$ cat src/rtl/mem_ctrl_pkg.sv
// mem_ctrl_pkg: shared types and constants for the byte-wide RAM port controller.
// Holds the controller FSM state encoding, the mem_len encodings with a helper that maps them to
// byte counts, and the pipeline stall-signal width used elsewhere in the codebase.
package mem_ctrl_pkg;

  localparam int unsigned StallSignalLen = 2;

  typedef enum logic [1:0] {
    StIdle  = 2'd0,
    StRead  = 2'd1,
    StWrite = 2'd2,
    StDone  = 2'd3
  } mem_state_e;

  localparam logic [1:0] LenByte  = 2'd0;
  localparam logic [1:0] LenHalf  = 2'd1;
  localparam logic [1:0] LenWord  = 2'd2;
  localparam logic [1:0] LenWord3 = 2'd3;  // reserved encoding, behaves as a word

  // Number of byte transfers for a mem_len encoding.
  function automatic logic [2:0] len_bytes(input logic [1:0] len);
    logic [2:0] n;
    case (len)
      LenByte: n = 3'd1;
      LenHalf: n = 3'd2;
      default: n = 3'd4;
    endcase
    return n;
  endfunction

endpackage

$ cat src/rtl/mem_ctrl.sv
// mem_ctrl: arbitrates the single byte-wide RAM port between instruction fetch (IF) and
// load/store (MEM). Each access is a run of consecutive byte transfers; words are assembled
// and split little-endian. Reads see a 1-cycle RAM latency.
//
// Ports:
//   clk, rst                      clock, synchronous active-high reset
//   if_req/if_addr/if_flush       fetch request (always 4 bytes), abort of fetch
//   if_done/if_inst               one-cycle completion pulse and fetched word
//   mem_req/mem_we/mem_addr/
//   mem_len/mem_wdata             load/store request
//   mem_done/mem_rdata            one-cycle completion pulse and zero-extended load data
//   ram_a/ram_wr/ram_dout/ram_din RAM byte port
//   busy                          high whenever the FSM is not idle (feeds stall logic)
//
// Build option: define MEM_CTRL_RR_EN for round-robin arbitration on simultaneous requests;
// otherwise MEM always wins.
module mem_ctrl
  import mem_ctrl_pkg::*;
(
  input  logic        clk,
  input  logic        rst,
  input  logic        if_req,
  input  logic [31:0] if_addr,
  input  logic        if_flush,
  output logic        if_done,
  output logic [31:0] if_inst,
  input  logic        mem_req,
  input  logic        mem_we,
  input  logic [31:0] mem_addr,
  input  logic [1:0]  mem_len,
  input  logic [31:0] mem_wdata,
  output logic        mem_done,
  output logic [31:0] mem_rdata,
  output logic [31:0] ram_a,
  output logic        ram_wr,
  output logic [7:0]  ram_dout,
  input  logic [7:0]  ram_din,
  output logic        busy
);

  mem_state_e  state_q, state_d;
  logic [2:0]  k_q, k_d;        // byte counter; in READ it runs one past the last address
  logic [2:0]  n_q, n_d;        // byte count of the current access
  logic [31:0] addr_q, addr_d;
  logic [31:0] wdata_q, wdata_d;
  logic [31:0] data_q, data_d;  // read assembly; cleared at grant so unread bytes stay 0
  logic        is_if_q, is_if_d;

  logic        if_ok;
  logic        grant_if;
  logic        grant_mem;
  logic [1:0]  byte_idx;

`ifdef MEM_CTRL_RR_EN
  logic rr_if_q, rr_if_d;  // 1: IF wins the next tie
`endif

  assign if_ok    = if_req & ~if_flush;
  assign byte_idx = 2'(k_q - 3'd1);

  // Arbitration, only meaningful in IDLE.
  always_comb begin
`ifdef MEM_CTRL_RR_EN
    if (if_ok && mem_req) begin
      grant_if  = rr_if_q;
      grant_mem = ~rr_if_q;
    end else begin
      grant_if  = if_ok;
      grant_mem = mem_req;
    end
    rr_if_d = rr_if_q;
    if (state_q == StIdle) begin
      if (grant_mem) rr_if_d = 1'b1;
      else if (grant_if) rr_if_d = 1'b0;
    end
`else
    grant_mem = mem_req;
    grant_if  = if_ok & ~mem_req;
`endif
  end

  // State register.
  always_ff @(posedge clk) begin
    if (rst) begin
      state_q <= StIdle;
      k_q     <= '0;
      n_q     <= '0;
      addr_q  <= '0;
      wdata_q <= '0;
      data_q  <= '0;
      is_if_q <= 1'b0;
`ifdef MEM_CTRL_RR_EN
      rr_if_q <= 1'b0;
`endif
    end else begin
      state_q <= state_d;
      k_q     <= k_d;
      n_q     <= n_d;
      addr_q  <= addr_d;
      wdata_q <= wdata_d;
      data_q  <= data_d;
      is_if_q <= is_if_d;
`ifdef MEM_CTRL_RR_EN
      rr_if_q <= rr_if_d;
`endif
    end
  end

  // Next-state logic.
  always_comb begin
    state_d = state_q;
    k_d     = k_q;
    n_d     = n_q;
    addr_d  = addr_q;
    wdata_d = wdata_q;
    data_d  = data_q;
    is_if_d = is_if_q;
    unique case (state_q)
      StIdle: begin
        if (grant_mem) begin
          addr_d  = mem_addr;
          n_d     = len_bytes(mem_len);
          wdata_d = mem_wdata;
          is_if_d = 1'b0;
          k_d     = '0;
          data_d  = '0;
          state_d = mem_we ? StWrite : StRead;
        end else if (grant_if) begin
          addr_d  = if_addr;
          n_d     = 3'd4;
          is_if_d = 1'b1;
          k_d     = '0;
          data_d  = '0;
          state_d = StRead;
        end
      end
      StRead: begin
        if (is_if_q && if_flush) begin
          state_d = StIdle;
        end else begin
          // Byte k-1 arrives while address k is presented.
          if (k_q != 3'd0) data_d[{byte_idx, 3'b000} +: 8] = ram_din;
          if (k_q == n_q) state_d = StDone;
          else k_d = k_q + 3'd1;
        end
      end
      StWrite: begin
        if (k_q == n_q - 3'd1) state_d = StDone;
        else k_d = k_q + 3'd1;
      end
      StDone: begin
        state_d = StIdle;
      end
      default: state_d = StIdle;
    endcase
  end

  // Outputs.
  always_comb begin
    busy      = (state_q != StIdle);
    ram_wr    = (state_q == StWrite);
    ram_a     = '0;
    ram_dout  = '0;
    if ((state_q == StRead && k_q != n_q) || state_q == StWrite) begin
      ram_a = addr_q + {29'b0, k_q};
    end
    if (state_q == StWrite) ram_dout = wdata_q[{k_q[1:0], 3'b000} +: 8];
    if_done   = (state_q == StDone) & is_if_q & ~if_flush;
    mem_done  = (state_q == StDone) & ~is_if_q;
    if_inst   = data_q;
    mem_rdata = data_q;
  end

endmodule

$ cat config.mk
export PLATFORM = sky130hd
export DESIGN_NAME = mem_ctrl
export DESIGN_NICKNAME = d
export VERILOG_FILES = /design/src/rtl/mem_ctrl_pkg.sv /design/src/rtl/mem_ctrl.sv
export SDC_FILE = /design/constraint.sdc
export NUM_CORES = 1
export LEC_CHECK = 0
export BUFFER_PORTS_ARGS = -buffer_cell sky130_fd_sc_hd__buf_2
export CAP_MARGIN = 20
export CORE_MARGIN = 2
export CORE_UTILIZATION = 50
export DETAILED_ROUTE_END_ITERATION = 10
export PLACE_DENSITY_LB_ADDON = 0.3
export SETUP_SLACK_MARGIN = 0.3
export SYNTH_ARGS = -nofsm -noshare
export SYNTH_HDL_FRONTEND = slang
export SYNTH_SLANG_ARGS = --single-unit
$ cat constraint.sdc
create_clock -name clk -period 3.2 [get_ports clk]
set_clock_uncertainty 0.2 [all_clocks]
set_input_delay 0.32 -clock clk [delete_from_list [all_inputs] [get_ports clk]]
set_output_delay 0.32 -clock clk [all_outputs]
set_load 0.02 [all_outputs]
==> metrics.yaml <==
fillers: 1028
yosysMostFrequentCell: "dfxtp_1"
clkPwrFrac_pct: 20.9
drtIter0Drc: 292
clk_path_buf_depth: 2
synth_top_flop_cell: "dfxtp_1"
grt_pass1_wl_um: 23900
p_leak_nw: 3.19
min-delay-start: "mem_wdata[28]"
tightest_slew_ns: 0.895
worst-path-buf-inv: 3
setup_ws_ns: 0.301
crit_slowest_cell: "or3_1"
tritoncts.num_buffers: 9
gp_congestion: 0.792
cp_top_family: "simple AND/OR/NAND/NOR gates"
cts.htree.levels: 3
synth-edff-count: 0
synthTopCellsByCount: "dfxtp_1 (105), nor2_1 (100), nand2_1 (81)"
ys.warnings.count: 0
power_frac_comb_pct: 44.3
antenna_found_initial: 0
finish.utilization_pct: 62.9
grt_util_all_layers_pct: 22.9
fmax_ghz: 0.345
hold_end: "wdata_q[28]"
first_global_vias: 5169
status: "completed"
rows: 39
startpoint_type: "flop"
worst-path-stages: 9
min_path_cells: 3
post-place-ws_ns: 0.428
worst_hold_path_type: "in2reg"
ios: 220
crit_arrival_ns: 2.38
rsz0062_at_grt: "yes"
seqCellArea_um2: 2100
critPathCaptureType: "output pin"
start_util_pct: 51.0
synth_top_area_cell: "dfxtp_1"
worst_ep_required_time_ns: 2.68
dp_hpwl_um: 10700
max-vdd-ir-drop_v: 0.000330
r2r_end: "if_inst[21]"
antennaDiodeCount: 0
synth-seq-area-share_pct: 36.2
clockRootBuffer: "clkbuf_16"
synth_top_area_share_pct: 36.2
crit_path_max_incr_delay_ns: 0.37
drive_gt1_share_pct: 31.6
cts.sinks: 105
ys_seq_elements: 105
die_w_um: 112
setup_viol: 0
path_cells: "ha_4 > inv_1 > fa_2 > nor2b_4 > o2111ai_2 > buf_6 > or3_1 > a21oi_2 > buf_4"
drv_slew: 0
syn_inst: 693
p_int_mw: 2.95
synth-async-reset-ratio_pct: 0
nNetsFinal: 992
p_per_area_nw_per_um2: 703
maxCapViolCount: 0
holdBufCountCts: 0
p_sw_mw: 2.07
rr_startpoint: "state_q[1]"
drt-total-wl_um: 14800
insertion_delay_ns: 0.34
drcViolationCount: 0
period_minus_slack_ns: 2.90
via_per_inst: 5.32
antenna_left: 0
synth_cell_types: 47
tns_ns: 0
rrSetupSlack_ns: 0.52
syn-mean-instance-area_um2: 8.37
crit_fanout: 7
areaGrowthSynthToFinish_pct: 23.2
crit_type: "reg2out"
die_area_um2: 12500
post_drt_wl_per_cell_um: 14.6
maxSlewHeadroom_pct: 40.3
syn_nets: 821
place_area_um2: 6760
synth_area_leaders: "dfxtp_1 (36%), mux2i_1 (7.1%), nor2_1 (6.5%)"
cts_tree: "done"
switching_share_pct: 41.3
hold_viol: 0
r2r_cells: 6
post-route-cell-area_um2: 7150
core_area_um2: 11400
post-route-period-util_pct: 90.6
vias: 5379
p_seq_share_pct: 34.7
multiInputGateArea_um2: 3270
clk_pin_slew_worst_paths_ns: 0.07
holdWs_ns: 0.0129
synth_area_um2: 5800
grt-ovfl-total: 0
die-height_um: 112
firstDrtPassIters: 4
grt_max_degree: 85
io_buffers: 219
-- how the worst max path moves through the flow --
stage	slack (ns)	to	start
after detailed placement	0.43	if_inst[0]	state_q[1]
after floorplan	0.31	ram_a[20]	k_q[1]
after global routing	0.21	ram_a[14]	k_q[0]
final	0.30	ram_a[14]	k_q[0]
after global placement	0.56	ram_a[14]	k_q[0]
after CTS	0.27	ram_a[14]	k_q[0]
-- kinds of logic (layout without fill, tap and decap cells) --
group / after synthesis / in the layout / share of synthesized area, %
multiplexers: 50 / 50 / 10.4
buffers and inverters: 91 / 267 / 8.39
XOR/XNOR: 29 / 29 / 4.64
AO/OA/AOI/OAI: 124 / 124 / 14.3
adder cells (fa/ha/maj): 16 / 16 / 3.58
AND/OR/NAND/NOR: 278 / 278 / 22.4
flip-flops: 105 / 105 / 36.2
-- per-layer routing --
layer / vias to the layer above / track usage [%] / wire, um
met1: 2503 / 28.1 / 6340
met2: 151 / 40.9 / 7420
li1: 2706 / - / -
met4: 0 / 6.58 / 231
met3: 19 / 4.52 / 782
met5: - / 0 / 0
-- layout make-up --
| class | instances | share of cell area, % |
|---|---|---|
| clock inverters | 5 | 0.560 |
| inverters | 18 | 0.945 |
| flip-flops and latches | 105 | 29.4 |
| multi-input cells | 497 | 45.8 |
| clock buffers | 11 | 3.40 |
| repair buffers | 233 | 17.4 |
| well taps | 143 | 2.50 |
-- worst register-to-register path, cell delays in order (launching register included) --
cell     delay (ns)
dfxtp_1        0.36
inv_1          0.14
ha_1           0.52
a31oi_2        0.35
nor3_1         0.74
a22oi_1        0.17
nor2_1         0.15
-- metrics by stage --
stage | cells | power, mW
after floorplan | 693 | 3.39
after global placement | 992 | 3.86
after detailed placement | 992 | 3.95
after CTS | 1010 | 5.03
after global routing | 1012 | 5.37
final | 1012 | 5.02
-- layout by cell type, fill, tap and decap left out, drive strengths merged, types with 2 or more instances in the layout --
| master | netlist | routed |
|---|---|---|
| clkinvlp | 0 | 3 |
| nor2b | 27 | 27 |
| and2 | 10 | 10 |
| nand2 | 81 | 81 |
| xor2 | 5 | 5 |
| ha | 15 | 15 |
| inv | 18 | 19 |
| mux4 | 8 | 8 |
| buf | 53 | 233 |
| clkbuf | 20 | 11 |
| mux2i | 41 | 41 |
| nor3 | 21 | 21 |
| a31oi | 3 | 3 |
| a211oi | 34 | 34 |
| o21ai | 10 | 10 |
| nand3 | 12 | 12 |
| or3 | 7 | 7 |
| a211o | 3 | 3 |
| nand2b | 2 | 2 |
| and4 | 4 | 4 |
| a21oi | 42 | 42 |
| a22oi | 25 | 25 |
| and3 | 4 | 4 |
| dfxtp | 105 | 105 |
| nor4 | 5 | 5 |
| nor2 | 100 | 100 |
| xnor2 | 23 | 23 |
-- power groups by stage --
stage               combinational (mW)  clock, mW  sequential [mW]
detailed placement                2.18          0             1.77
finish                            2.23       1.05             1.75
global route                      2.46       1.13             1.78
floorplan                         1.66          0             1.73
CTS                               2.20       1.08             1.74
global placement                  2.12          0             1.75
-- flip-flops by register name, summed over array words and instances (netlist names) --
register / cells
n_q: 3
state_q: 2
k_q: 3
wdata_q: 32
if_inst: 32
is_if_q: 1
addr_q: 32
-- timing repair --
item / in CTS / in global routing
setup endpoints to repair: 10 / 35
pin swaps: 4 / 0
cloned: 1 / 0
resized for setup: 13 / 9
buffers inserted: 1 / 1
No activity file was read; power rests on OpenSTA's default activity.
